$ cat src/rtl/ps2_timeout_monitor.sv
// Per-channel PS/2 inactivity timeout counters with a shared tick.
// Define PS2_TIMEOUT_PRESCALE_EN to build the shared PRESCALE tick divider.
module ps2_timeout_monitor #(
  parameter int NCH         = 2,
  parameter int CNT_W       = 15,
  parameter int TIMEOUT     = 30000,
  parameter int AUTO_RELOAD = 0,
  parameter int PRESCALE    = 1
) (
  input  logic                   sys_clk,
  input  logic                   reset,
  input  logic [NCH-1:0]         en,
  input  logic [NCH-1:0]         kick,
  input  logic [NCH-1:0]         clr,
  output logic [NCH-1:0]         timeout_pulse,
  output logic [NCH-1:0]         expired,
  output logic [NCH*CNT_W-1:0]   count
);

  localparam logic [CNT_W-1:0] TERM = CNT_W'(TIMEOUT - 1);
  localparam logic [CNT_W-1:0] TOP  = CNT_W'(TIMEOUT);

  logic                      tick;
  logic [NCH-1:0]            term;
  logic [NCH-1:0][CNT_W-1:0] q;

`ifdef PS2_TIMEOUT_PRESCALE_EN
  localparam logic [15:0] PRE_LAST = 16'(PRESCALE - 1);

  logic [15:0] pre_cnt;

  assign tick = (pre_cnt == PRE_LAST);

  always_ff @(posedge sys_clk) begin
    if (reset)     pre_cnt <= '0;
    else if (tick) pre_cnt <= '0;
    else           pre_cnt <= pre_cnt + 16'd1;
  end
`else
  logic unused_prescale;

  assign tick            = 1'b1;
  assign unused_prescale = (PRESCALE == 0);
`endif

  // Terminal tick: kick and !en outrank expiry, so they mask it here.
  always_comb begin
    term = '0;
    for (int unsigned i = 0; i < NCH; i++)
      term[i] = tick && en[i] && !kick[i] && (q[i] == TERM);
  end

  always_ff @(posedge sys_clk) begin
    if (reset) begin
      q             <= '0;
      timeout_pulse <= '0;
      expired       <= '0;
    end else begin
      for (int unsigned i = 0; i < NCH; i++) begin
        timeout_pulse[i] <= term[i];
        if (kick[i] || !en[i]) begin
          q[i] <= '0;
        end else if (term[i]) begin
          if (AUTO_RELOAD != 0) q[i] <= '0;
          else                  q[i] <= TOP;
        end else if (tick && (q[i] < TERM)) begin
          q[i] <= q[i] + 1'b1;
        end
        if (term[i])     expired[i] <= 1'b1;
        else if (clr[i]) expired[i] <= 1'b0;
      end
    end
  end

  assign count = q;

endmodule

$ cat config.mk
export PLATFORM = sky130hd
export DESIGN_NAME = ps2_timeout_monitor
export DESIGN_NICKNAME = d
export VERILOG_FILES = /design/src/rtl/ps2_timeout_monitor.sv
export SDC_FILE = /design/constraint.sdc
export NUM_CORES = 1
export LEC_CHECK = 0
export ABC_AREA = 1
export BUFFER_PORTS_ARGS = -buffer_cell sky130_fd_sc_hd__buf_2
export CORE_UTILIZATION = 57
export CTS_CLUSTER_SIZE = 8
export DETAILED_ROUTE_END_ITERATION = 12
export PLACE_DENSITY = 0.82
export SLEW_MARGIN = 5
export SYNTH_ARGS = -nofsm -noshare
export SYNTH_HDL_FRONTEND = slang
export SYNTH_SLANG_ARGS = --single-unit
$ cat constraint.sdc
create_clock -name sys_clk -period 2.5 [get_ports sys_clk]
set_input_delay 0.5 -clock sys_clk [delete_from_list [all_inputs] [get_ports sys_clk]]
set_output_delay 0.5 -clock sys_clk [all_outputs]
set_load 0.03 [all_outputs]
==> flow_metrics.env, run 1 <==
export IMPL_outcome="completed"
export IMPL_grt_max_degree=14
export IMPL_cts_setup_buffers=0
export IMPL_max_stage_delay_ns=0.44
export IMPL_setup_ws_ns=0.779
export IMPL_cts_path_max_buffers=2
export IMPL_drtIter0Drc=198
export IMPL_synth_warnings=0
export IMPL_stdcell_count=403
export IMPL_drt_wl_total_um=4520
export IMPL_post_synth_cell_area_avg_um2=6.51
export IMPL_path_cells="ha_1, nand3_1, nor2_1, nand3_2, nand3_1, nor2_1"
export IMPL_synth_area_mm2=0.00202
export IMPL_pre_cts_ws_ns=0.802
export IMPL_dr_pass1_iters=4
export IMPL_grt_overflow=0
export IMPL_cts_tree="done"
export IMPL_root_buffer="clkbuf_4"
export IMPL_period_share=0.688
export IMPL_fmax_ghz=0.581
export IMPL_final_cell_mix="82 x nand2_1, 43 x nor2_1, 41 x buf_2, 36 x inv_1, 34 x dfxtp_1"
export IMPL_syn_nets=320
export IMPL_antenna_found_initial=0
export IMPL_ctsHtreeMaxLevel=2
export IMPL_port_buffers=41
export IMPL_worst_pin_slew_ns=0.353
export IMPL_ant_nets=0
export IMPL_comb_power_share=0.027
export IMPL_ys_seq_area_frac=0.337
export IMPL_critPathKind="reg -> reg"
export IMPL_power_mw=0.962
export IMPL_fin_hold_ws_ns=0.362
export IMPL_start_kind="register"
export IMPL_multi_input_area_mm2=0.00115
export IMPL_grt_pass1_vias=1663
export IMPL_ff_latch_area_um2=681
export IMPL_nFillCells=326
export IMPL_grt_pass1_wl_um=7400
export IMPL_switching_share=0.207
export IMPL_coreArea_mm2=0.00336
export IMPL_gp_congestion=0.910
export IMPL_hold_viol=0
export IMPL_grt_total_usage=0.264
export IMPL_cts_num_sinks=34
export IMPL_power_density_mw_per_mm2=413
export IMPL_relSlewSlack=0.764
export IMPL_num_antenna_cells=0
export IMPL_synth_cell_types=25
export IMPL_path_clk_slew_ns=0.11
export IMPL_synth_seq_cells=34
export IMPL_dp_cells=395
export IMPL_synthCells=310
export IMPL_drc=0
export IMPL_pwr_share_clk=0.407
export IMPL_avgViaCountPerCell=5.07
export IMPL_required_ns=2.73
export IMPL_leakage_nw=1.01
export IMPL_hold_path_class="in -> reg"
export IMPL_worst_path_max_fanout=8
export IMPL_reg2reg_depth=6
export IMPL_cts_made_buffers=5
export IMPL_vdd_drop_max_mv=0.289
export IMPL_final_nets=366
export IMPL_hpwlAfterDp_um=3420
export IMPL_clock_latency_ns=0.34
export IMPL_skew_ns=0.0131
export IMPL_cts_resized=0
export IMPL_cpMaxStageDelayCell="dfxtp_1"
export IMPL_ios=42
export IMPL_pwr_share_seq=0.567
export IMPL_maxCapViolations=0
export IMPL_period_minus_slack_ns=1.72
export IMPL_mostFrequentLayoutCell="nand2_1"
export IMPL_fin_setup_tns_ns=0
export IMPL_p_sw_mw=0.199
export IMPL_dieArea_mm2=0.00378
export IMPL_vias=2044
export IMPL_initial_core_util=0.600
export IMPL_area_growth_synth_to_final_pct=15.6
export IMPL_drv_slew=0
export IMPL_intPower_mw=0.763
export IMPL_holdPathStages=2
export IMPL_rows=21
export IMPL_routedWlPerCell_um=11.2
export IMPL_end_kind="register"
export IMPL_die_w_um=61.5
export IMPL_cts_hold_fix_buffers=0
export IMPL_rsz0062_at_grt="no"
export IMPL_finalSetupViolCount=0
export IMPL_drive_above_1_share=0.185
export IMPL_cp_data_arrival_time_ns=1.95
export IMPL_die_h_um=61.5
layer usage:
layer / global-route usage / share of wire / vias to the layer above
met5: 0 / 0 / -
met4: 0.105 / 0.012 / 0
met3: 0.0441 / 0.052 / 5
li1: - / - / 1085
met2: 0.386 / 0.42 / 57
met1: 0.383 / 0.52 / 897
registers in the layout, summed over array words and instances (netlist names):
name           cells
timeout_pulse      2
count             30
expired            2
critical path, delay by kind of cell (launching register included):
family	cells	cell delay (ns)
flip-flops	1	0.44
adder cells (fa/ha/maj)	1	0.21
AND/OR/NAND/NOR	5	0.95
through the flow:
| stage | area (um^2) | util |
|---|---|---|
| after global routing | 2330 | 0.693 |
| after CTS | 2330 | 0.693 |
| after floorplan | 2020 | - |
| final | 2330 | 0.693 |
| after detailed placement | 2260 | 0.671 |
| after global placement | 2260 | 0.671 |
logic make-up (layout without fill, tap and decap cells):
| family | Yosys count | after routing | synth area share |
|---|---|---|---|
| XOR/XNOR | 16 | 16 | 0.0695 |
| AO/OA/AOI/OAI | 33 | 33 | 0.0943 |
| flip-flops | 34 | 34 | 0.337 |
| buffers and inverters | 45 | 92 | 0.0912 |
| adder cells (fa/ha/maj) | 2 | 2 | 0.0124 |
| AND/OR/NAND/NOR | 180 | 180 | 0.395 |
cell type report:
cell class / instances / share of cell area
timing repair buffer: 41 / 0.0880
tap: 46 / 0.0247
inverter: 43 / 0.0692
clock buffer: 7 / 0.0193
clock inverter: 1 / 0.0129
sequential: 34 / 0.292
multi-input combinational: 231 / 0.494
power by group through the flow:
stage	Clock [mW]	Combinational (mW)	Sequential (mW)
final	0.392	0.0256	0.545
after global routing	0.420	0.0293	0.546
after CTS	0.399	0.0257	0.545
after detailed placement	0	0.0256	0.558
after global placement	0	0.0252	0.558
after floorplan	0	0.0110	0.561
worst paths after layout:
path | startpoint | to | slack, ns
min reg2reg | expired[0] | expired[0] | 0.46
min | reset | expired[0] | 0.36
max reg2reg | count[0] | count[11] | 0.78
max | count[0] | count[11] | 0.78
cells in the mapped netlist, drive strengths merged:
cell	instances	area share
buf	2	0.011
inv	43	0.080
xor2	13	0.056
nor3	4	0.012
ha	2	0.012
dfxtp	34	0.34
o21ai	4	0.012
or2	2	0.0062
o21bai	1	0.0037
xnor2	3	0.013
o32ai	1	0.0043
a21oi	27	0.074
nor2	44	0.083
nand3	33	0.089
nand4	11	0.034
nand2	86	0.17
Note: power is estimated with default switching activity, not from simulation.
==> run 2, diff against run 1 <==
Settings changed: CORE_UTILIZATION 57 to 49, PLACE_DENSITY 0.82 to 0.75.
Clock period 2.5 ns to 1.5 ns, I/O delays scaled along.
==> run 2 against run 1 <==
Effect of this change:
- die area up 16%
- global-route usage down 0.83 points
- sequential share of layout area down 2.9 points
- combinational power up 110%
- fmax up 18%
- first-iteration DRC count down 33%
- sequential cell count unchanged
- critical endpoint is now count[15]
- largest cell class unchanged
- largest power group unchanged
- highest routed layer unchanged
==> flow_metrics.env, run 2 (synthesis results as in run 1) <==
export IMPL_initial_core_util=0.531
export IMPL_mostFrequentLayoutCell="nand2_1"
export IMPL_leakage_nw=1.21
export IMPL_grt_max_degree=14
export IMPL_rows=22
export IMPL_die_w_um=66.2
export IMPL_coreArea_mm2=0.00380
export IMPL_cts_tree="done"
export IMPL_drt_wl_total_um=5250
export IMPL_avgViaCountPerCell=5.14
export IMPL_cts_made_buffers=5
export IMPL_skew_ns=0.00802
export IMPL_routedWlPerCell_um=12.0
export IMPL_drc=0
export IMPL_antenna_found_initial=0
export IMPL_end_kind="register"
export IMPL_path_clk_slew_ns=0.07
export IMPL_finalSetupViolCount=0
export IMPL_hold_path_class="in -> reg"
export IMPL_r2r_end="count[15]"
export IMPL_ios=42
export IMPL_cts_num_sinks=34
export IMPL_pre_cts_ws_ns=-0.00380
export IMPL_period_share=0.975
export IMPL_cpMaxStageDelayCell="dfxtp_1"
export IMPL_required_ns=1.66
export IMPL_fin_setup_tns_ns=0
export IMPL_hold_start="clr[1]"
export IMPL_largest_register_ffs=30
export IMPL_dr_pass1_iters=4
export IMPL_worst_pin_slew_ns=0.286
export IMPL_outcome="completed"
export IMPL_drtIter0Drc=132
export IMPL_final_cell_mix="78 x nand2_1, 41 x nor2_1, 41 x buf_2, 35 x inv_1, 30 x buf_4"
export IMPL_rsz0062_at_grt="yes"
export IMPL_vias=2239
export IMPL_nFillCells=334
export IMPL_worst_path_max_fanout=7
export IMPL_period_minus_slack_ns=1.46
export IMPL_dp_cells=421
export IMPL_critPathKind="reg -> reg"
export IMPL_root_buffer="clkbuf_8"
export IMPL_cts_path_max_buffers=2
export IMPL_hold_viol=0
export IMPL_power_density_mw_per_mm2=652
export IMPL_area_growth_synth_to_final_pct=33.4
export IMPL_cts_hold_fix_buffers=0
export IMPL_timing_rr_start="count[26]"
export IMPL_fin_hold_ws_ns=0.215
export IMPL_stdcell_count=436
export IMPL_ant_nets=0
export IMPL_start_kind="register"
export IMPL_max_stage_delay_ns=0.32
export IMPL_cp_data_arrival_time_ns=1.63
export IMPL_ctsHtreeMaxLevel=2
export IMPL_die_h_um=66.2
export IMPL_fin_util=0.708
export IMPL_setup_ws_ns=0.0369
export IMPL_drive_above_1_share=0.332
export IMPL_num_antenna_cells=0
export IMPL_gp_congestion=1.01
export IMPL_port_buffers=41
export IMPL_regToRegSetupSlack_ns=0.04
export IMPL_grt_total_usage=0.256
export IMPL_holdPathStages=2
export IMPL_hpwlAfterDp_um=3800
export IMPL_maxCapViolations=0
export IMPL_drv_slew=0
export IMPL_multi_input_area_mm2=0.00119
export IMPL_reg2reg_depth=8
export IMPL_vdd_drop_max_mv=0.431
export IMPL_path_cells="inv_2, nand4_1, nor2_2, nand2_2, nand2_4, buf_4, or2_1, a21oi_1"
export IMPL_grt_pass1_wl_um=8630
export IMPL_dieArea_mm2=0.00438
export IMPL_relSlewSlack=0.809
export IMPL_hold_path_end="expired[1]"
export IMPL_fmax_ghz=0.683
export IMPL_final_nets=397
export IMPL_grt_overflow=0
export IMPL_ff_latch_area_um2=708
export IMPL_clock_latency_ns=0.28
export IMPL_grt_pass1_vias=2017
==> run 2: layout make-up <==
type | instances | share of cell area
multi-input combinational | 231 | 0.444
sequential | 34 | 0.263
timing repair buffer | 72 | 0.167
inverter | 43 | 0.0619
clock buffer | 8 | 0.0409
tap | 48 | 0.0223
==> run 2: repair_timing <==
action                     CTS  global route
gates resized for setup      2            18
pin swaps                    0             8
setup buffers                0             7
setup endpoints to repair    1            26
==> run 2: report_power, final <==
group / switching (mW) / internal (mW)
clock network: 0.332 / 0.464
registers: 0.00283 / 0.902
logic: 0.0326 / 0.0214
total: 0.367 / 1.39
==> run 2: routing by layer <==
layer | track usage | part of all wire
met5 | 0 | 0
met4 | 0.0824 | 0.017
met3 | 0.0448 | 0.055
met2 | 0.399 | 0.44
met1 | 0.354 | 0.48
==> run 2: worst max-delay path by stage <==
stage	from	to	slack [ns]	depth (start not counted)
finish	count[26]	count[15]	0.04	8
global route	count[26]	count[20]	-0.04	9
CTS	count[15]	count[21]	0.04	6
detailed placement	count[25]	count[24]	-0.004	11
global placement	count[25]	count[24]	0.02	11
floorplan	count[15]	count[25]	-0.02	10
==> run 2: worst max-delay path, delay by kind of cell (launching register included) <==
kind	cells	cell delay [ns]
buffers and inverters	2	0.24
DFF	1	0.32
AOI/OAI and AO/OA	1	0.05
and+or+nand+nor	5	0.73
==> run 2: per-stage QoR <==
step / area, um^2 / power, mW
after floorplan: 2040 / 0.954
after global placement: 2470 / 0.981
after detailed placement: 2470 / 0.982
after CTS: 2580 / 1.76
after global routing: 2690 / 1.80
final: 2690 / 1.75
